**config.mk**
```make
export PLATFORM = sky130hd
export DESIGN_NAME = sdram_state_ctrl_flat
export DESIGN_NICKNAME = d
export VERILOG_FILES = /design/src/rtl/sdram_state_ctrl_if.sv /design/src/rtl/sdram_state_ctrl.sv /design/src/flat_wrapper.sv
export SDC_FILE = /design/constraint.sdc
export NUM_CORES = 1
export LEC_CHECK = 0
export CORE_ASPECT_RATIO = 1.75
export CORE_MARGIN = 2
export CORE_UTILIZATION = 45
export CTS_BUF_LIST = sky130_fd_sc_hd__clkbuf_16
export DETAILED_ROUTE_END_ITERATION = 7
export PLACE_DENSITY_LB_ADDON = 0.1
export SETUP_SLACK_MARGIN = 0.2
export SYNTH_ARGS = -nofsm -noshare
export SYNTH_HDL_FRONTEND = slang
export SYNTH_SLANG_ARGS = --single-unit
```
**constraint.sdc**
```tcl
create_clock -name clk -period 2.2 [get_ports clk]
set_clock_uncertainty 0.1 [all_clocks]
set_input_delay 0.33 -clock clk [delete_from_list [all_inputs] [get_ports clk]]
set_output_delay 0.33 -clock clk [all_outputs]
set_load 0.02 [all_outputs]
```
**src/rtl/sdram_state_ctrl_if.sv**
```systemverilog
// Upstream/downstream signal bundle of the SDRAM state sequencer.
// The controller uses the slave modport. The FIFO side and the command encoder use master.
interface sdram_state_ctrl_if;
  logic       sdram_wr_req;
  logic       sdram_rd_req;
  logic [9:0] sdram_wr_burst;
  logic [9:0] sdram_rd_burst;
  logic       sdram_init_done;
  logic       sdram_wr_ack;
  logic       sdram_rd_ack;
  logic [4:0] init_state;
  logic [3:0] work_state;
  logic [9:0] cnt_clk;
  logic       sdram_rd_wr;

  modport master (
    output sdram_wr_req, sdram_rd_req, sdram_wr_burst, sdram_rd_burst,
    input  sdram_init_done, sdram_wr_ack, sdram_rd_ack,
    input  init_state, work_state, cnt_clk, sdram_rd_wr
  );

  modport slave (
    input  sdram_wr_req, sdram_rd_req, sdram_wr_burst, sdram_rd_burst,
    output sdram_init_done, sdram_wr_ack, sdram_rd_ack,
    output init_state, work_state, cnt_clk, sdram_rd_wr
  );
endinterface

```
**src/rtl/sdram_state_ctrl.sv**
```systemverilog
// SDRAM timing and state sequencer. It runs power-up and init first.
// After init it arbitrates refresh, burst-write and burst-read.
module sdram_state_ctrl #(
  parameter int POWERUP_CYC = 20000,
  parameter int REF_PERIOD  = 781,
  parameter int INIT_AR_NUM = 8,
  parameter int TRP_CLK     = 4,
  parameter int TRC_CLK     = 6,
  parameter int TRSC_CLK    = 6,
  parameter int TRCD_CLK    = 2,
  parameter int TCL_CLK     = 3,
  parameter int TWR_CLK     = 2
) (
  input  logic                clk,
  input  logic                rst_n,
  sdram_state_ctrl_if.slave   bus
);

  localparam logic [4:0] I_NOP = 5'd0, I_PRE = 5'd1, I_TRP = 5'd2, I_AR   = 5'd3,
                         I_TRF = 5'd4, I_MRS = 5'd5, I_TRSC = 5'd6, I_DONE = 5'd7;

  localparam logic [3:0] W_IDLE = 4'd0,  W_ACTIVE = 4'd1, W_TRCD = 4'd2,  W_READ = 4'd3,
                         W_CL   = 4'd4,  W_RD     = 4'd5, W_WRITE = 4'd6, W_WD   = 4'd7,
                         W_TWR  = 4'd8,  W_PRE    = 4'd9, W_TRP  = 4'd10, W_AR   = 4'd11,
                         W_TRFC = 4'd12;

  localparam int PWR_W = $clog2(POWERUP_CYC + 1);
  localparam int REF_W = $clog2(REF_PERIOD + 1);
  localparam int AR_W  = $clog2(INIT_AR_NUM + 1);

  localparam logic [PWR_W-1:0] PWR_END  = PWR_W'(POWERUP_CYC - 1);
  localparam logic [REF_W-1:0] REF_END  = REF_W'(REF_PERIOD - 1);
  localparam logic [AR_W-1:0]  AR_END   = AR_W'(INIT_AR_NUM);
  localparam logic [9:0]       TRP_END  = 10'(TRP_CLK - 1);
  localparam logic [9:0]       TRC_END  = 10'(TRC_CLK - 1);
  localparam logic [9:0]       TRSC_END = 10'(TRSC_CLK - 1);
  localparam logic [9:0]       TRCD_END = 10'(TRCD_CLK - 1);
  localparam logic [9:0]       TCL_END  = 10'(TCL_CLK - 1);
  localparam logic [9:0]       TWR_END  = 10'(TWR_CLK - 1);

  logic [4:0]       init_state, init_next;
  logic [3:0]       work_state, work_next;
  logic [9:0]       cnt_clk;
  logic             rd_wr, rd_wr_next;
  logic [PWR_W-1:0] pwr_cnt;
  logic [REF_W-1:0] ref_cnt;
  logic [AR_W-1:0]  ar_cnt;
  logic             ref_flag;
  logic             init_done;
  logic             state_chg;

  assign init_done = (init_state == I_DONE);
  assign state_chg = (init_next != init_state) || (work_next != work_state);

  // NOTE: every variable gets a default before the case, so no path can leave it unassigned and infer a latch.
  always_comb begin
    init_next = init_state;
    case (init_state)
      I_NOP:   if (pwr_cnt == PWR_END)   init_next = I_PRE;
      I_PRE:                             init_next = I_TRP;
      I_TRP:   if (cnt_clk == TRP_END)   init_next = I_AR;
      I_AR:                              init_next = I_TRF;
      I_TRF:   if (cnt_clk == TRC_END)   init_next = (ar_cnt == AR_END) ? I_MRS : I_AR;
      I_MRS:                             init_next = I_TRSC;
      I_TRSC:  if (cnt_clk == TRSC_END)  init_next = I_DONE;
      I_DONE:                            init_next = I_DONE;
      default:                           init_next = I_NOP;
    endcase
  end

  // The work FSM stays parked in W_IDLE until init has completed.
  always_comb begin
    work_next  = work_state;
    rd_wr_next = rd_wr;
    case (work_state)
      W_IDLE:
        if (init_done) begin
          if (ref_flag) begin
            work_next = W_AR;
          end else if (bus.sdram_wr_req) begin
            work_next  = W_ACTIVE;
            rd_wr_next = 1'b0;
          end else if (bus.sdram_rd_req) begin
            work_next  = W_ACTIVE;
            rd_wr_next = 1'b1;
          end
        end
      W_ACTIVE:                                            work_next = W_TRCD;
      W_TRCD:  if (cnt_clk == TRCD_END)                    work_next = rd_wr ? W_READ : W_WRITE;
      W_READ:                                              work_next = W_CL;
      W_CL:    if (cnt_clk == TCL_END)                     work_next = W_RD;
      W_RD:    if (cnt_clk == bus.sdram_rd_burst - 10'd1)  work_next = W_PRE;
      W_WRITE:                                             work_next = W_WD;
      W_WD:    if (cnt_clk == bus.sdram_wr_burst - 10'd1)  work_next = W_TWR;
      W_TWR:   if (cnt_clk == TWR_END)                     work_next = W_PRE;
      W_PRE:                                               work_next = W_TRP;
      W_TRP:   if (cnt_clk == TRP_END)                     work_next = W_IDLE;
      W_AR:                                                work_next = W_TRFC;
      W_TRFC:  if (cnt_clk == TRC_END)                     work_next = W_IDLE;
      default:                                             work_next = W_IDLE;
    endcase
  end

  // NOTE: sequential state uses non-blocking assignments, so each register reads the values from before the edge.
  always_ff @(posedge clk or negedge rst_n) begin
    if (!rst_n) begin
      init_state <= I_NOP;
      work_state <= W_IDLE;
      cnt_clk    <= '0;
      rd_wr      <= 1'b1;
      pwr_cnt    <= '0;
      ref_cnt    <= '0;
      ar_cnt     <= '0;
      ref_flag   <= 1'b0;
    end else begin
      init_state <= init_next;
      work_state <= work_next;
      rd_wr      <= rd_wr_next;

      if (state_chg)               cnt_clk <= '0;
      else if (cnt_clk != 10'h3FF) cnt_clk <= cnt_clk + 10'd1;

      if (init_state == I_NOP && pwr_cnt != PWR_END) pwr_cnt <= pwr_cnt + PWR_W'(1);
      if (init_state == I_AR)                        ar_cnt  <= ar_cnt + AR_W'(1);

      if (init_done) ref_cnt <= (ref_cnt == REF_END) ? '0 : ref_cnt + REF_W'(1);

      // A new refresh tick wins over the clear, so a tick is never dropped.
      if (init_done && ref_cnt == REF_END)                 ref_flag <= 1'b1;
      else if (work_state == W_IDLE && work_next == W_AR)  ref_flag <= 1'b0;
    end
  end

  assign bus.sdram_init_done = init_done;
  assign bus.sdram_wr_ack    = (work_state == W_WD);
  assign bus.sdram_rd_ack    = (work_state == W_RD);
  assign bus.init_state      = init_state;
  assign bus.work_state      = work_state;
  assign bus.cnt_clk         = cnt_clk;
  assign bus.sdram_rd_wr     = rd_wr;

endmodule

```
**src/flat_wrapper.sv**
```systemverilog
// flat-port wrapper written by rule: the top's interface ports become plain ports
module sdram_state_ctrl_flat 
#(
  parameter int POWERUP_CYC = 20000,
  parameter int REF_PERIOD  = 781,
  parameter int INIT_AR_NUM = 8,
  parameter int TRP_CLK     = 4,
  parameter int TRC_CLK     = 6,
  parameter int TRSC_CLK    = 6,
  parameter int TRCD_CLK    = 2,
  parameter int TCL_CLK     = 3,
  parameter int TWR_CLK     = 2
)
  (clk, rst_n, bus_sdram_wr_req, bus_sdram_rd_req, bus_sdram_wr_burst, bus_sdram_rd_burst, bus_sdram_init_done, bus_sdram_wr_ack, bus_sdram_rd_ack, bus_init_state, bus_work_state, bus_cnt_clk, bus_sdram_rd_wr);
  sdram_state_ctrl_if bus_i ();
  input  logic clk;
  input  logic rst_n;
  input wire logic [$bits(bus_i.sdram_wr_req)-1:0] bus_sdram_wr_req;
  input wire logic [$bits(bus_i.sdram_rd_req)-1:0] bus_sdram_rd_req;
  input wire logic [$bits(bus_i.sdram_wr_burst)-1:0] bus_sdram_wr_burst;
  input wire logic [$bits(bus_i.sdram_rd_burst)-1:0] bus_sdram_rd_burst;
  output wire logic [$bits(bus_i.sdram_init_done)-1:0] bus_sdram_init_done;
  output wire logic [$bits(bus_i.sdram_wr_ack)-1:0] bus_sdram_wr_ack;
  output wire logic [$bits(bus_i.sdram_rd_ack)-1:0] bus_sdram_rd_ack;
  output wire logic [$bits(bus_i.init_state)-1:0] bus_init_state;
  output wire logic [$bits(bus_i.work_state)-1:0] bus_work_state;
  output wire logic [$bits(bus_i.cnt_clk)-1:0] bus_cnt_clk;
  output wire logic [$bits(bus_i.sdram_rd_wr)-1:0] bus_sdram_rd_wr;
  assign bus_i.sdram_wr_req = bus_sdram_wr_req;
  assign bus_i.sdram_rd_req = bus_sdram_rd_req;
  assign bus_i.sdram_wr_burst = bus_sdram_wr_burst;
  assign bus_i.sdram_rd_burst = bus_sdram_rd_burst;
  assign bus_sdram_init_done = bus_i.sdram_init_done;
  assign bus_sdram_wr_ack = bus_i.sdram_wr_ack;
  assign bus_sdram_rd_ack = bus_i.sdram_rd_ack;
  assign bus_init_state = bus_i.init_state;
  assign bus_work_state = bus_i.work_state;
  assign bus_cnt_clk = bus_i.cnt_clk;
  assign bus_sdram_rd_wr = bus_i.sdram_rd_wr;
  sdram_state_ctrl #(.POWERUP_CYC(POWERUP_CYC), .REF_PERIOD(REF_PERIOD), .INIT_AR_NUM(INIT_AR_NUM), .TRP_CLK(TRP_CLK), .TRC_CLK(TRC_CLK), .TRSC_CLK(TRSC_CLK), .TRCD_CLK(TRCD_CLK), .TCL_CLK(TCL_CLK), .TWR_CLK(TWR_CLK)) u_core (.clk(clk), .rst_n(rst_n), .bus(bus_i));
endmodule
```
==> Implementation_results.wiki, run 1 <==
{| class="wikitable"
! Metric !! Value
|-
| Final count of hold timing violations || 0
|-
| Area share of the leading cell type in the synthesized netlist || between 30 and 40%
|-
| Area taken by multi-input logic gates || 0.00255 mm2
|-
| Avg Synthesized Cell Area || 8.94 um2
|-
| Ys async rst share || 100%
|-
| Layout net count || between 500 and 600
|-
| Residual DRC || 0
|-
| DP Wirelength || ~7.7 mm
|-
| Number of buffers on the longest clock path || 2
|-
| P_leak || 0.00247 uW
|-
| Total iterations of the first detailed-routing run || 4
|-
| Clock tree from TritonCTS || done
|-
| Global-route wire length before repair || about 17 mm
|-
| Count of final setup violators || 13
|-
| Clock tree root driver cell || clkbuf_16
|-
| Flip-flop and latch count after synthesis || 50
|-
| Via-to-Cell Ratio || 5.61
|-
| FILL cells || ~580
|-
| Endpoint required time on the critical path || roughly 2.3 ns
|-
| Status || complete, but fails checks
|-
| Kind of end point of the critical path || flop
|-
| Fmax || roughly 410 MHz
|-
| Part of the cycle the worst path needs || 110%
|-
| Final cell area excluding filler cells || 0.00563 mm2
|-
| End-of-flow core utilization || 73.9%
|-
| Total CTS buffers || 5
|-
| Maximum number of pins on one net before global-route repair || 29
|-
| Number of enable flip-flop cells after synthesis || 0
|-
| Prevailing post-synth register cell || dfrtp_1
|-
| Number of global-route vias before repair || 3718
|-
| TritonCTS sink count || 50
|-
| Ratio of cells with drive above 1 in the final layout || about two fifths
|-
| Data arrival, critical path || about 2.5 ns
|-
| Max-Cap Viols || 0
|-
| Post-synthesis cell count || 396
|-
| Final std cells w/o fill || around 640
|-
| Antenna violations before repair || 0
|-
| Violation count after the first detailed-route iteration || 130
|-
| IO Count || 47
|-
| Maximum fanout along the worst path || 5
|-
| Source-to-sink clock delay at the later pin of the worst-skew pair || ~0.29 ns
|-
| Area growth syn-to-layout || 59.0%
|-
| Global placer's final weighted congestion || 0.882
|-
| Most area-hungry cell type in the Yosys netlist || dfrtp_1
|-
| Horiz. Die Dim || 71.0 um
|-
| GR Overflow Total || 0
|-
| Worst slack, placed || -0.706 ns
|-
| Average routed wire per standard cell || approximately 17 um
|-
| Cell total after placement || 604
|-
| R2r worst-path depth || 10
|-
| Remaining antenna violation count || 0
|-
| CTS clk-pin slew, worst paths || 0.07 ns
|-
| Largest vdd supply drop || 650 uV
|-
| Standard-cell rows || 42
|-
| Failing checks || negative setup slack
|-
| Sequential fraction of the synthesis area || 35.4%
|-
| Total chip power || 2360 uW
|-
| Synth top area cells || dfrtp_1 (35%), xnor2_1 (7.4%), xor2_1 (5.2%)
|-
| Worst slew margin relative to its limit || a little over three fifths
|-
| # port buffers || 46
|-
| Die outline area || 0.00862 mm2
|-
| Total wirelength of the detailed-routed design || approximately 11 mm
|-
| FF+latch area || 0.00126 mm2
|-
| Antenna diode instance count || 0
|-
| Yosys warns || 0
|-
| # H-tree levels || 2
|-
| First element of the critical path || u_core.bus.cnt_clk[0]
|-
| Worst setup slack after layout || -0.228 ns
|-
| Cell with the most instances after synthesis || dfrtp_1
|-
| Vertical extent of the die || 121 um
|-
| Placeable core region || between 0.007 and 0.008 mm2
|-
| Number of unique standard cell types used by synthesis || 69
|-
| RSZ-0062 raised after global routing || yes
|-
| Worst slew pin tran || between 0.5 and 0.6 ns
|-
| Initial Util || 46.5%
|-
| Time the worst path needs with I/O delays and setup || 2.43 ns
|-
| Commonest cells in the netlist || dfrtp_1 (49), nand2_1 (34), nor2_1 (34)
|-
| Netlist area before placement || between 0.003 and 0.004 mm2
|-
| Vias after detailed routing || 3582
|-
| Pins over their slew limit || 0
|-
| Hold wc startpoint || u_core.pwr_cnt[14]
|-
| Category of the worst setup path launch point || flop
|-
| Power per cell area || 420 mW/mm2
|-
| Cell depth of the worst hold path || 1
|-
| GRT Overall Usage || 25.0%
|-
| Kind of critical path || reg -> reg
|-
| Reg2reg start || u_core.bus.cnt_clk[0]
|-
| Post-placement cell area || 0.00477 mm2
|-
| Path category of the worst min-delay check || reg -> reg
|}
## cell type report
class                      instances  area share (%)
timing repair buffer             165            26.4
sequential                        50            22.5
inverter                          19            1.33
clock buffer                       5            2.22
multi-input combinational        309            45.3
clock inverter                     3           0.289
tap                               88            1.96
## flip-flops by register name, indices dropped and copies added, names as in the netlist
name	flops
u_core.bus.work_state	4
u_core.ar_cnt	4
u_core.ref_cnt	10
u_core.bus.cnt_clk	10
u_core.pwr_cnt	15
u_core.bus.init_state	5
u_core.bus.sdram_rd_wr	1
u_core.ref_flag	1
## path summary, 6_finish.rpt
| check | end | slack [ns] |
|---|---|---|
| setup / recovery | u_core.bus.cnt_clk[8] | -0.23 |
| max in group asynchronous | u_core.bus.sdram_rd_wr | 0.93 |
| setup reg to reg | u_core.bus.cnt_clk[8] | -0.23 |
| hold / removal | u_core.pwr_cnt[14] | 0.37 |
| min in group asynchronous | u_core.pwr_cnt[6] | 0.45 |
| hold reg to reg | u_core.pwr_cnt[14] | 0.37 |
## timing repair
action / CTS / global route
setup buffers: 11 / 14
cloned: 1 / 0
hold endpoints to repair: 22 / 0
resized for setup: 82 / 52
endpoints found under the setup margin: 33 / 42
pin swaps: 27 / 28
hold buffers: 1 / 0
## per-layer routing
layer,track usage (%),up-vias,share of wire (%)
li1,-,1723,-
met1,23.9,1738,35
met2,50.2,86,57
met3,3.41,35,2.9
met4,11.7,0,4.9
met5,0,-,0
## per-stage QoR
| step | hold WS (ns) | TNS [ns] |
|---|---|---|
| global placement | 0.234 | -8.44 |
| floorplan | -0.0656 | -0.942 |
| CTS | 0.360 | -1.77 |
| finish | 0.369 | -2.19 |
| detailed placement | 0.246 | -9.14 |
| global route | 0.399 | -4.07 |
## logic make-up (layout without fill, tap and decap cells)
| kind of cell | after synthesis | count (layout) | synth area share (%) |
|---|---|---|---|
| flops | 50 | 50 | 35.4 |
| fa+ha+maj | 10 | 10 | 3.53 |
| xor+xnor | 51 | 51 | 12.6 |
| buf+inv | 38 | 192 | 6.15 |
| compound gates | 64 | 64 | 13.0 |
| other cells | 1 | 2 | 0.106 |
| simple gates | 178 | 178 | 28.0 |
| mux | 4 | 4 | 1.20 |
## power by group
| part | internal [uW] | switching, uW | leakage (uW) |
|---|---|---|---|
| logic | 326 | 270 | 0.00174 |
| clock network | 415 | 337 | 0.0000672 |
| registers | 974 | 40.0 | 0.000665 |
## critical path, stage by stage (launching register included)
cell and delay [ns]:
dfrtp_2 0.45, buf_6 0.14, xnor2_1 0.11, or4_4 0.55, nor4_4 0.14, buf_4 0.16, a21oi_4 0.06, o31ai_4 0.27
buf_4 0.17, buf_12 0.11, nor4_4 0.03
## placed cells by master, fill, tap and decap left out, types with 12 or more instances in the layout
cell type / n
xnor2_1: 25
nand4_1: 19
nor2_1: 27
dlygate4sd2_1: 13
clkdlybuf4s50_1: 24
nand3_1: 14
buf_6: 22
dfrtp_1: 40
buf_4: 92
a21oi_1: 12
nand2_1: 30
xor2_1: 16
inv_1: 17
(Power assumes the default switching activity.)
==> inputs of run 2 (changes only) <==
==> constraint.sdc (replaced) <==
create_clock -name clk -period 3 [get_ports clk]
set_clock_uncertainty 0.1 [all_clocks]
set_input_delay 0.45 -clock clk [delete_from_list [all_inputs] [get_ports clk]]
set_output_delay 0.45 -clock clk [all_outputs]
set_load 0.02 [all_outputs]
==> Implementation_results.wiki, run 2 (synthesis gave the netlist of run 1 again) <==
{| class="wikitable"
! Metric !! Value
|-
| Clock tree from TritonCTS || done
|-
| R2r worst-path depth || 9
|-
| Worst Hold Margin || 0.107 ns
|-
| Worst slew margin relative to its limit || 46.7%
|-
| Number of buffers on the longest clock path || 2
|-
| Worst stage delay on the critical path || 0.53 ns
|-
| Max-Cap Viols || 0
|-
| GR Overflow Total || 0
|-
| Number of flip-flops in the largest register || 15
|-
| Residual DRC || 0
|-
| Total CTS buffers || 5
|-
| Vertical extent of the die || between 100 and 150 um
|-
| Count of hold-fix buffers inserted at cts || 0
|-
| IO Count || 47
|-
| Average routed wire per standard cell || roughly 16 um
|-
| Total iterations of the first detailed-routing run || 4
|-
| Die outline area || between 0.008 and 0.009 mm2
|-
| Reg2reg start || u_core.bus.cnt_clk[3]
|-
| RSZ-0062 raised after global routing || yes
|-
| Clock tree root driver cell || clkbuf_16
|-
| Register with the most flip-flops || u_core.pwr_cnt
|-
| Area growth syn-to-layout || 23.3%
|-
| TritonCTS sink count || 50
|-
| Top Registers || u_core.pwr_cnt (15), u_core.bus.cnt_clk (10), u_core.ref_cnt (10)
|-
| Highest-count cells in the layout ignoring fill and taps || dfrtp_1 (49), clkdlybuf4s50_1 (45), nor2_1 (34), nand2_1 (34), xnor2_1 (30)
|-
| CP cell instances || clkdlybuf4s50_1, inv_1, ha_1, xnor2_1, or4_1, nor4_4, a21oi_2, o31ai_4, buf_12, nor3_1
|-
| Leading cell type in the layout, fill and taps excluded || dfrtp_1
|-
| Worst slew pin tran || 0.792 ns
|-
| Source-to-sink clock delay at the later pin of the worst-skew pair || 0.29 ns
|-
| Antenna diode instance count || 0
|-
| Slowest cell on the critical path || or4_1
|-
| Clock group share of total power || a little over a third
|-
| Largest vdd supply drop || 460 uV
|-
| Proportion of power drawn by combinational gates || 14.8%
|-
| Switching share of power || a little over a quarter
|-
| Violation count after the first detailed-route iteration || 109
|-
| Initial Util || 46.5%
|-
| Maximum fanout along the worst path || 10
|-
| Internal || between 1000 and 1500 uW
|-
| # H-tree levels || 2
|-
| First element of the critical path || bus_sdram_rd_burst[0]
|-
| P_leak || 0.00184 uW
|-
| R2r setup slk || 0.35 ns
|-
| Status || finished, final reports clean
|-
| Endpoint required time on the critical path || 3.08 ns
|-
| Part of the cycle the worst path needs || 89.8%
|-
| Reg-to-reg critical path endpoint || u_core.bus.cnt_clk[0]
|-
| Standard-cell rows || 42
|-
| Time the worst path needs with I/O delays and setup || around 2.7 ns
|-
| Remaining antenna violation count || 0
|-
| GRT Overall Usage || 21.5%
|-
| Final count of hold timing violations || 0
|-
| Maximum number of pins on one net before global-route repair || 32
|-
| Total wirelength of the detailed-routed design || 8.98 mm
|-
| Sequential group share of total power || approximately 50%
|-
| DP Wirelength || 6.88 mm
|-
| Layout net count || 495
|-
| Net switching power || 400 uW
|-
| Kind of end point of the critical path || flop
|-
| Fmax || 371 MHz
|-
| Power per cell area || 352 mW/mm2
|-
| Antenna violations before repair || 0
|-
| CTS clk-pin slew, worst paths || roughly 0.070 ns
|-
| Data arrival, critical path || 2.78 ns
|-
| Path category of the worst min-delay check || in -> async
|-
| Count of final setup violators || 0
|-
| Number of global-route vias before repair || roughly 3100
|-
| Category of the worst setup path launch point || input port
|-
| Vias after detailed routing || 3145
|-
| Total chip power || 1540 uW
|-
| Via-to-Cell Ratio || 5.72
|-
| Pins over their slew limit || 0
|-
| End-of-flow core utilization || 57.3%
|-
| Global-route wire length before repair || 14.7 mm
|-
| Global placer's final weighted congestion || slightly below 0.9
|-
| Kind of critical path || in -> reg
|-
| Placeable core region || 0.00762 mm2
|-
| Ratio of cells with drive above 1 in the final layout || 14.1%
|-
| Horiz. Die Dim || 71.0 um
|-
| # port buffers || 46
|}
[run 2: cell types whose count changed in the layout (fill, tap and decap cells not counted), moves of 7 or more]
cell,change
buf_4,-63
buf_6,-22
clkdlybuf4s50_1,+21
dfrtp_1,+9
dfrtp_2,-9
dlygate4sd2_1,-13
nor2_1,+7
nor3_1,+9
nor3_2,-8
[run 2: routing by layer]
metal  routed length (um)  track usage (%)  vias up  part of all wire, %
met3                  299             2.49       20                  3.3
li1                     -                -     1547                    -
met2                 4890             40.7       62                   54
met4                  295             10.3        0                  3.3
met5                    0                0        -                    0
met1                 3490             23.2     1516                   39
[run 2: how the worst max path moves through the flow]
stage | endpoint | slack, ns | cells past startpoint
after floorplan | u_core.bus.cnt_clk[8] | 0.47 | 10
after global placement | u_core.bus.cnt_clk[8] | -0.008 | 10
after detailed placement | u_core.bus.cnt_clk[0] | -0.05 | 10
after CTS | u_core.bus.cnt_clk[0] | 0.25 | 10
after global routing | u_core.bus.cnt_clk[8] | 0.18 | 10
final | u_core.bus.cnt_clk[0] | 0.31 | 10
[run 2: power groups by stage]
stage	registers, uW	logic, uW	clock network (uW)
finish	761	228	548
detailed placement	773	226	0
global route	767	253	590
global placement	773	223	0
floorplan	764	126	0
CTS	761	228	564
[run 2: through the flow]
stage                     setup TNS (ns)  cells  setup WS (ns)  cell area, um2
after floorplan                        0    397          0.469            3540
after global placement           -0.0332    541       -0.00803            4190
after detailed placement          -0.487    541        -0.0541            4190
after CTS                              0    549          0.251            4330
after global routing                   0    550          0.181            4360
final                                  0    550          0.307            4360
[run 2: critical path: cells and delay by family]
family                     cells  cell delay [ns]
AOI/OAI and AO/OA              2             0.41
xor gates and xnor gates       1             0.14
adders and majority gates      1             0.29
buffers and inverters          3             0.69
and+or+nand+nor                3             0.79
[run 2: final cells by class]
class | instances | area (um2)
fill | 711 | 3260
multi-input combinational | 309 | 2100
sequential | 50 | 1250
timing repair buffer | 76 | 693
clock buffer | 5 | 125
tap | 88 | 110
inverter | 19 | 71.3
clock inverter | 3 | 16.3
[run 2: what timing repair did]
action	CTS	global route
setup endpoints to repair	0	12
resized for setup	0	5
buffers inserted	0	1
==> inputs of run 3 (changes only) <==
--- a/config.mk
+++ b/config.mk
@@ -5,7 +5,6 @@
 export SDC_FILE = /design/constraint.sdc
 export NUM_CORES = 1
 export LEC_CHECK = 0
-export CORE_ASPECT_RATIO = 1.75
 export CORE_MARGIN = 2
 export CORE_UTILIZATION = 45
 export CTS_BUF_LIST = sky130_fd_sc_hd__clkbuf_16
==> constraint.sdc (replaced) <==
create_clock -name clk -period 3 [get_ports clk]
set_clock_uncertainty 0.1 [all_clocks]
set_input_delay 0.45 -clock clk [delete_from_list [all_inputs] [get_ports clk]]
set_output_delay 0.45 -clock clk [all_outputs]
set_load 0.1 [all_outputs]
==> Implementation_results.wiki, run 3 (synthesis gave the netlist of run 1 again) <==
{| class="wikitable"
! Metric !! Value
|-
| Pins over their slew limit || 0
|-
| R2r worst-path depth || 10
|-
| Kind of critical path || in -> reg
|-
| Post-placement cell area || ~0.0042 mm2
|-
| FILL cells || 736
|-
| TritonCTS sink count || 50
|-
| Part of the cycle the worst path needs || roughly nine tenths
|-
| Count of final setup violators || 0
|-
| Maximum fanout along the worst path || 10
|-
| Max-Cap Viols || 0
|-
| Cell repeated most along the worst path || xnor2_1
|-
| Worst stage delay on the critical path || 0.63 ns
|-
| Total CTS buffers || 5
|-
| Vias after detailed routing || between 3000 and 4000
|-
| CP cell instances || clkdlybuf4s50_1, xnor2_1, xnor2_1, or4_1, nor4_4, a21oi_2, o31ai_4, buf_12, nor3_1
|-
| Number of global-route vias before repair || 2869
|-
| Global placer's final weighted congestion || 0.823
|-
| Ratio of cells with drive above 1 in the final layout || roughly 20%
|-
| # H-tree levels || 2
|-
| Average routed wire per standard cell || 14.7 um
|-
| Setup TNS Final || 0 ns
|-
| Worst slew pin tran || about 0.82 ns
|-
| Cell type group with the largest total delay on the critical path || simple AND/OR/NAND/NOR gates
|-
| CTS clk-pin slew, worst paths || 0.07 ns
|-
| Number of buffer and inverter instances along the worst setup path || 2
|-
| Cell depth of the worst hold path || 1
|-
| Number of buffers on the longest clock path || 2
|-
| Antenna diode instance count || 0
|-
| Status || finished, final reports clean
|-
| Number of cells on the critical path || 9
|-
| Category of the worst setup path launch point || input port
|-
| Time the worst path needs with I/O delays and setup || 2.66 ns
|-
| Endpoint required time on the critical path || between 3 and 4 ns
|-
| Remaining antenna violation count || 0
|-
| Horiz. Die Dim || between 90 and 100 um
|-
| Residual DRC || 0
|-
| Data arrival, critical path || 2.74 ns
|-
| Slowest cell on the critical path || clkdlybuf4s50_1
|-
| IO Count || 47
|-
| Worst slew margin relative to its limit || 45.1%
|-
| Leading cell type in the layout, fill and taps excluded || buf_4
|-
| Die outline area || 0.00859 mm2
|-
| Via-to-Cell Ratio || 5.44
|-
| Violation count after the first detailed-route iteration || 157
|-
| Kind of end point of the critical path || flop
|-
| Clock tree root driver cell || clkbuf_16
|-
| # port buffers || 46
|-
| Register with the most flip-flops || u_core.pwr_cnt
|-
| Antenna violations before repair || 0
|-
| P_leak || around 0.0019 uW
|-
| Clock tree from TritonCTS || done
|-
| RSZ-0062 raised after global routing || yes
|-
| Area growth syn-to-layout || 22.3%
|-
| Total wirelength of the detailed-routed design || 8.30 mm
|-
| Layout net count || 495
|-
| Placeable core region || 0.00769 mm2
|-
| Final cell area excluding filler cells || between 0.004 and 0.005 mm2
|-
| Final count of hold timing violations || 0
|-
| Path category of the worst min-delay check || reg -> reg
|-
| Power per cell area || between 300 and 400 mW/mm2
|-
| Top Registers || u_core.pwr_cnt (15), u_core.bus.cnt_clk (10), u_core.ref_cnt (10)
|-
| Fmax || roughly 380 MHz
|-
| Maximum number of pins on one net before global-route repair || 31
|-
| Highest-count cells in the layout ignoring fill and taps || buf_4 (51), dfrtp_1 (46), nand2_1 (34)
|-
| Initial Util || 46.0%
|-
| GRT Overall Usage || 20.2%
|-
| Vertical extent of the die || roughly 90 um
|-
| DP Wirelength || 6.26 mm
|-
| Global-route wire length before repair || 13.9 mm
|-
| Total iterations of the first detailed-routing run || 4
|-
| Largest vdd supply drop || around 240 uV
|-
| Source-to-sink clock delay at the later pin of the worst-skew pair || 0.29 ns
|-
| Number of flip-flops in the largest register || 15
|-
| GR Overflow Total || 0
|-
| Standard-cell rows || 32
|}
-- run 3: power breakdown --
part           internal [uW]  total [uW]  leakage (uW)  switching, uW
Combinational            119         244       0.00113            125
Sequential               714         761      0.000675           46.8
Clock                    305         549     0.0000672            245
Total                   1140        1550       0.00187            416
-- run 3: routing by layer --
layer	up-vias	GRT usage [%]	share of wire, %
li1	1541	-	-
met1	1462	29.5	50
met2	56	31.3	45
met3	11	2.93	3.4
met4	0	6.00	1.4
met5	-	0	0
-- run 3: layout make-up --
type | count | area [um2] | share of cell area [%]
Multi-Input combinational cell | 309 | 2090 | 48.4
Sequential cell | 50 | 1260 | 29.0
Timing Repair Buffer | 76 | 638 | 14.7
Tap cell | 102 | 128 | 2.95
Clock buffer | 5 | 125 | 2.89
Inverter | 19 | 72.6 | 1.68
Clock inverter | 3 | 16.3 | 0.376
-- run 3: final timing paths --
check / start / endpoint / slack, ns
worst min register to register: u_core.ar_cnt[3] / u_core.ar_cnt[3] / 0.38
max in group asynchronous: rst_n / u_core.bus.cnt_clk[3] / 1.81
worst min-delay path: u_core.ar_cnt[3] / u_core.ar_cnt[3] / 0.38
worst max-delay path: bus_sdram_rd_burst[3] / u_core.bus.cnt_clk[6] / 0.34
worst max register to register: u_core.bus.cnt_clk[0] / u_core.bus.cnt_clk[6] / 0.46
min in group asynchronous: rst_n / u_core.bus.work_state[0] / 0.39
-- run 3: repair_timing --
| item | CTS | global route |
|---|---|---|
| gates resized for setup | 0 | 3 |
| hold buffers | 1 | 0 |
| hold endpoints to repair | 3 | 0 |
| setup buffers | 0 | 0 |
| setup endpoints to repair | 0 | 10 |
-- run 3: metrics by stage --
stage	hold WS, ns	setup slack [ns]	total power [uW]	instances	utilization, %
detailed placement	0.168	-0.0294	1010	555	54.1
finish	0.380	0.337	1550	564	56.3
global placement	0.168	0.0513	1010	555	54.1
global route	0.402	0.179	1620	564	56.3
floorplan	0.0544	0.206	907	397	-
CTS	0.379	0.275	1560	564	56.1
-- run 3: worst register-to-register path: cells and delay by family (launching register included) --
family                     cells  cell delay [ns]
adders and majority gates      1             0.26
DFF                            1             0.51
AOI/OAI and AO/OA              3             0.50
and+or+nand+nor                4             0.75
buffers and inverters          2             0.31
==> RTL edit 1 (flow settings as in run 1) <==
`REF_PERIOD` is set to 781 in 2 places; all go to 1562.
--- a/src/rtl/sdram_state_ctrl.sv
+++ b/src/rtl/sdram_state_ctrl.sv
@@ -3,5 +3,5 @@
 module sdram_state_ctrl #(
   parameter int POWERUP_CYC = 20000,
-  parameter int REF_PERIOD  = 781,
+  parameter int REF_PERIOD  = 1562,
   parameter int INIT_AR_NUM = 8,
   parameter int TRP_CLK     = 4,
--- a/src/flat_wrapper.sv
+++ b/src/flat_wrapper.sv
@@ -3,5 +3,5 @@
 #(
   parameter int POWERUP_CYC = 20000,
-  parameter int REF_PERIOD  = 781,
+  parameter int REF_PERIOD  = 1562,
   parameter int INIT_AR_NUM = 8,
   parameter int TRP_CLK     = 4,
Function: same outputs for any inputs over 10 cycles, from zero or initial values and one cycle with rst_n low; that may be too few to reach the edited logic, so the function may still have changed.
==> RTL edit 1 against run 1 <==
The flow still finishes with violations (negative setup slack). Worst setup slack lost 360 ps. Sequential cell count grew 1. Global-route usage grew 0.35 points. Area after synthesis shrank 2.0%. Non-clock buffer count shrank 1. Final area shrank 5.3%. Fmax shrank 13%. Wire length shrank 3.2%. Critical endpoint is now u_core.bus.work_state[2]$_DFF_PN0_. Highest routed layer unchanged.
Power is not compared: it rests on default switching activity, and its combinational part moved more than twofold at a synthesized area within 25%.
==> RTL edit 1: results (changes against run 1) <==
[metrics] registers with the most flip-flops: u_core.pwr_cnt (15), u_core.ref_cnt (11), u_core.bus.cnt_clk (10) (was u_core.pwr_cnt (15), u_core.bus.cnt_clk (10), u_core.ref_cnt (10))
[metrics] Resize count post-CTS: 40 (was 82)
[metrics] post-layout net count: 581 (was 584)
[metrics] # setup viols final: 14 (was 13)
[metrics] detailed placement HPWL: 7630 um (was 7680 um)
[metrics] fraction of layout cells with a size suffix above 1: 35.6% (was 41.7%)
[metrics] top cells by area in the synthesized netlist: sky130_fd_sc_hd__dfrtp_1, sky130_fd_sc_hd__xnor2_1, sky130_fd_sc_hd__xor2_1 (unchanged)
[metrics] data arrival time of the critical path: 2850 ps (was 2490 ps)
[metrics] sequential element share of the synthesized area: 36.8% (was 35.4%)
[metrics] violated checks: negative setup slack (unchanged)
[metrics] routed wire length on met2: 5860 um (was 6170 um)
[metrics] least setup slack across all paths after layout: -585 ps (was -228 ps)
[metrics] final RePlAce weighted congestion: 0.889 (was 0.882)
[metrics] First-pass DRT Iterations: 5 (was 4)
[metrics] largest net degree at the start of global routing: 34 (was 29)
[metrics] Overall Global Routing Usage: 25.4% (was 25.0%)
[metrics] CP peak stage delay: 460 ps (was 550 ps)
[metrics] detailed route wirelength on metal3: 341 um (was 317 um)
[metrics] final routed wire length divided by cell count: 16.4 um (was 16.8 um)
[metrics] count of routing violations after the opening detailed-route iteration: 136 (was 130)
[metrics] most frequent cells after synthesis: sky130_fd_sc_hd__dfrtp_1, sky130_fd_sc_hd__xnor2_1, sky130_fd_sc_hd__nor2_1 (was sky130_fd_sc_hd__dfrtp_1, sky130_fd_sc_hd__nand2_1, sky130_fd_sc_hd__nor2_1)
[metrics] Lkg Pwr: between 0.002 and 0.0025 uW
[metrics] global-route wire length before repair: 16,900 um (was 17,100 um)
[metrics] Via Count: 3,495 (was 3,582)
[metrics] maximum fanout encountered on the critical timing path: 3 (was 5)
[metrics] Fin Setup TNS: -7110 ps (was -2190 ps)
[metrics] run status: complete, but fails checks (unchanged)
RTL edit 1: changes by cell type in the layout (fill, tap and decap cells not counted), moves of 6 or more:
cell	run 1	this run
sky130_fd_sc_hd__nor3_2	11	4
sky130_fd_sc_hd__buf_6	22	9
sky130_fd_sc_hd__clkdlybuf4s50_1	24	30
sky130_fd_sc_hd__dlygate4sd2_1	13	6
sky130_fd_sc_hd__dfrtp_1	40	46
sky130_fd_sc_hd__nand4_1	19	11
sky130_fd_sc_hd__and3_1	5	11
sky130_fd_sc_hd__buf_4	92	109
RTL edit 1: layer usage:
| layer | GRT usage, % | vias up |
|---|---|---|
| li1 | - | 1710 |
| met1 | 26.4 | 1681 |
| met2 | 47.9 | 79 |
| met3 | 3.95 | 25 |
| met4 | 12.4 | 0 |
| met5 | 0 | - |
RTL edit 1: cell families after synthesis:
group / synth area share [%]
AND/OR/NAND/NOR: 28.7
buffers and inverters: 3.64
flip-flops: 36.8
XOR/XNOR: 13.6
multiplexers: 0.974
AO/OA/AOI/OAI: 12.5
other: 0.108
adder cells (fa/ha/maj): 3.61
RTL edit 1: stage by stage:
| step | std cells | utilization (%) | instance area [um^2] |
|---|---|---|---|
| 2_1_floorplan | 390 | - | 3500 |
| 3_3_place_gp | 607 | 63.2 | 4750 |
| 3_5_place_dp | 607 | 63.2 | 4750 |
| 4_1_cts | 624 | 67.0 | 5030 |
| 5_1_grt | 636 | 70.9 | 5330 |
| 6_report | 636 | 70.9 | 5330 |
RTL edit 1: layout make-up:
type | instances | area (um^2)
inverters | 18 | 67.6
clock inverters | 3 | 11.3
flip-flops and latches | 51 | 1280
repair buffers | 164 | 1360
clock buffers | 5 | 125
well taps | 88 | 110
fillers | 605 | 2180
multi-input cells | 307 | 2370
RTL edit 1: final timing paths:
path                                                    from                                 end  slack [ps]  cells past startpoint
max in group asynchronous                              rst_n   u_core.bus.cnt_clk[5]$_DFFE_PN0P_        1030                      3
min in group asynchronous                              rst_n  u_core.bus.work_state[1]$_DFF_PN0_         420                      2
min                             u_core.ar_cnt[3]$_DFFE_PN0P_        u_core.ar_cnt[3]$_DFFE_PN0P_         370                      1
max                        u_core.bus.cnt_clk[5]$_DFFE_PN0P_  u_core.bus.work_state[2]$_DFF_PN0_        -580                      8
max reg2reg                u_core.bus.cnt_clk[5]$_DFFE_PN0P_  u_core.bus.work_state[2]$_DFF_PN0_        -580                      8
min reg2reg                     u_core.ar_cnt[3]$_DFFE_PN0P_        u_core.ar_cnt[3]$_DFFE_PN0P_         370                      1
RTL edit 1: power by group:
| group | internal (uW) | switching (uW) | leakage [uW] |
|---|---|---|---|
| clock network | 410 | 330 | 0.0000701 |
| logic | 640 | 579 | 0.00168 |
| registers | 1030 | 113 | 0.000682 |
==> RTL edit 2 (config.mk and constraints of run 1) <==
Made on the original files. Compare `ar_cnt` against `AR_END` with >= in place of ==.
--- a/src/rtl/sdram_state_ctrl.sv
+++ b/src/rtl/sdram_state_ctrl.sv
@@ -61,5 +61,5 @@
       I_TRP:   if (cnt_clk == TRP_END)   init_next = I_AR;
       I_AR:                              init_next = I_TRF;
-      I_TRF:   if (cnt_clk == TRC_END)   init_next = (ar_cnt == AR_END) ? I_MRS : I_AR;
+      I_TRF:   if (cnt_clk == TRC_END)   init_next = (ar_cnt >= AR_END) ? I_MRS : I_AR;
       I_MRS:                             init_next = I_TRSC;
       I_TRSC:  if (cnt_clk == TRSC_END)  init_next = I_DONE;
Check against the original RTL: no difference found for any inputs over 10 cycles, from zero or initial values and one cycle with rst_n low; that may be too few to reach the edited logic, so the function may still have changed.
==> RTL edit 2 against run 1 <==
The flow still finishes with violations (negative setup slack). Global-route usage decreased by 0.41 points. Wire length decreased by 3.7%. Via count decreased by 2.0%. Sequential cell count did not move. Utilization increased by 0.87 points. Final area decreased by 0.91%. Worst setup slack got worse by 230 ps. Area after synthesis is 3.3% lower. Critical path depth fell by 3. Total power decreased by 0.85%. Clock power is 15% higher. Critical endpoint unchanged.
==> RTL edit 2: results (changes against run 1) <==
[metrics] layout buffering overhead excluding clock cells: 24.7% (was 26.4%)
[metrics] violated checks: negative setup slack (unchanged)
[metrics] most frequent cells after synthesis: sky130_fd_sc_hd__dfrtp_1, sky130_fd_sc_hd__nand2_1, sky130_fd_sc_hd__xnor2_1 (was sky130_fd_sc_hd__dfrtp_1, sky130_fd_sc_hd__nand2_1, sky130_fd_sc_hd__nor2_1)
[metrics] number of signal-net buffers in the layout: 153 (was 165)
[metrics] largest net degree at the start of global routing: 28 (was 29)
[metrics] fraction of layout cells with a size suffix above 1: 41.2% (was 41.7%)
[metrics] instance area at placement: 4770 um^2 (about the same)
[metrics] met3 usage: 2.88% (was 3.41%)
[metrics] launch point of the worst path: u_core.bus.cnt_clk[6]$_DFFE_PN0P_ (was u_core.bus.cnt_clk[0]$_DFFE_PN0P_)
[metrics] sequential element share of the synthesized area: 36.6% (was 35.4%)
[metrics] Signal inverters: 23 (was 19)
[metrics] met2 track demand over resource: 46.8% (was 50.2%)
[metrics] least setup slack across all paths after layout: -456 ps (was -228 ps)
[metrics] power per standard cell area: 420 nW/um^2 (about the same)
[metrics] comb pwr: 443 uW (was 597 uW)
[metrics] detailed route wirelength on metal3: 284 um (was 317 um)
[metrics] area of the die: 8350 um^2 (was 8620 um^2)
[metrics] Vias per Instance: 5.61 (about the same)
[metrics] DP Worst Slack: -1220 ps (was -706 ps)
[metrics] run status: complete, but fails checks (unchanged)
[metrics] critical register-to-register path startpoint: u_core.bus.cnt_clk[6]$_DFFE_PN0P_ (was u_core.bus.cnt_clk[0]$_DFFE_PN0P_)
[metrics] # setup viols final: 18 (was 13)
[metrics] Resize count post-CTS: 79 (was 82)
[metrics] routed wire length on met2: 5990 um (was 6170 um)
[metrics] data arrival time of the critical path: 2720 ps (was 2490 ps)
[metrics] global-route wire length before repair: 16,600 um (was 17,100 um)
[metrics] Post-CTS Setup Repair Bufs: 7 (was 11)
[metrics] ClkCell Share: 2.98% (was 2.51%)
[metrics] fillers: 557 (was 577)
[metrics] Metal-1 WL: 3580 um (was 3740 um)
[metrics] fraction of met1 tracks used by global routing: 26.0% (was 23.9%)
-- RTL edit 2: changes by cell type in the layout (fill, tap and decap cells not counted), sizes merged, moves of 5 or more --
| cell | delta |
|---|---|
| o21ai | +7 |
| nand4 | -9 |
| clkdlybuf4s50 | +6 |
| xnor2 | +5 |
| inv | +5 |
| buf | -9 |
| dlygate4sd2 | -12 |
| nand2 | +8 |
| nor2 | -13 |
-- RTL edit 2: per-stage QoR --
step / hold WS, ps / instances
finish: 370 / 625
global route: 397 / 625
CTS: 373 / 614
detailed placement: 255 / 596
global placement: 253 / 596
floorplan: -65.6 / 393
-- RTL edit 2: cell families (layout without fill, tap and decap cells) --
family                     after synthesis  in the layout  synth area share (%)
AOI/OAI and AO/OA                       69             70                  14.2
and+or+nand+nor                        165            165                  25.9
adders and majority gates               10             10                  3.65
xor gates and xnor gates                53             53                  13.6
muxes                                    3              3                 0.877
DFF                                     50             50                  36.6
other                                    1              2                 0.110
buffers and inverters                   41            184                  5.08
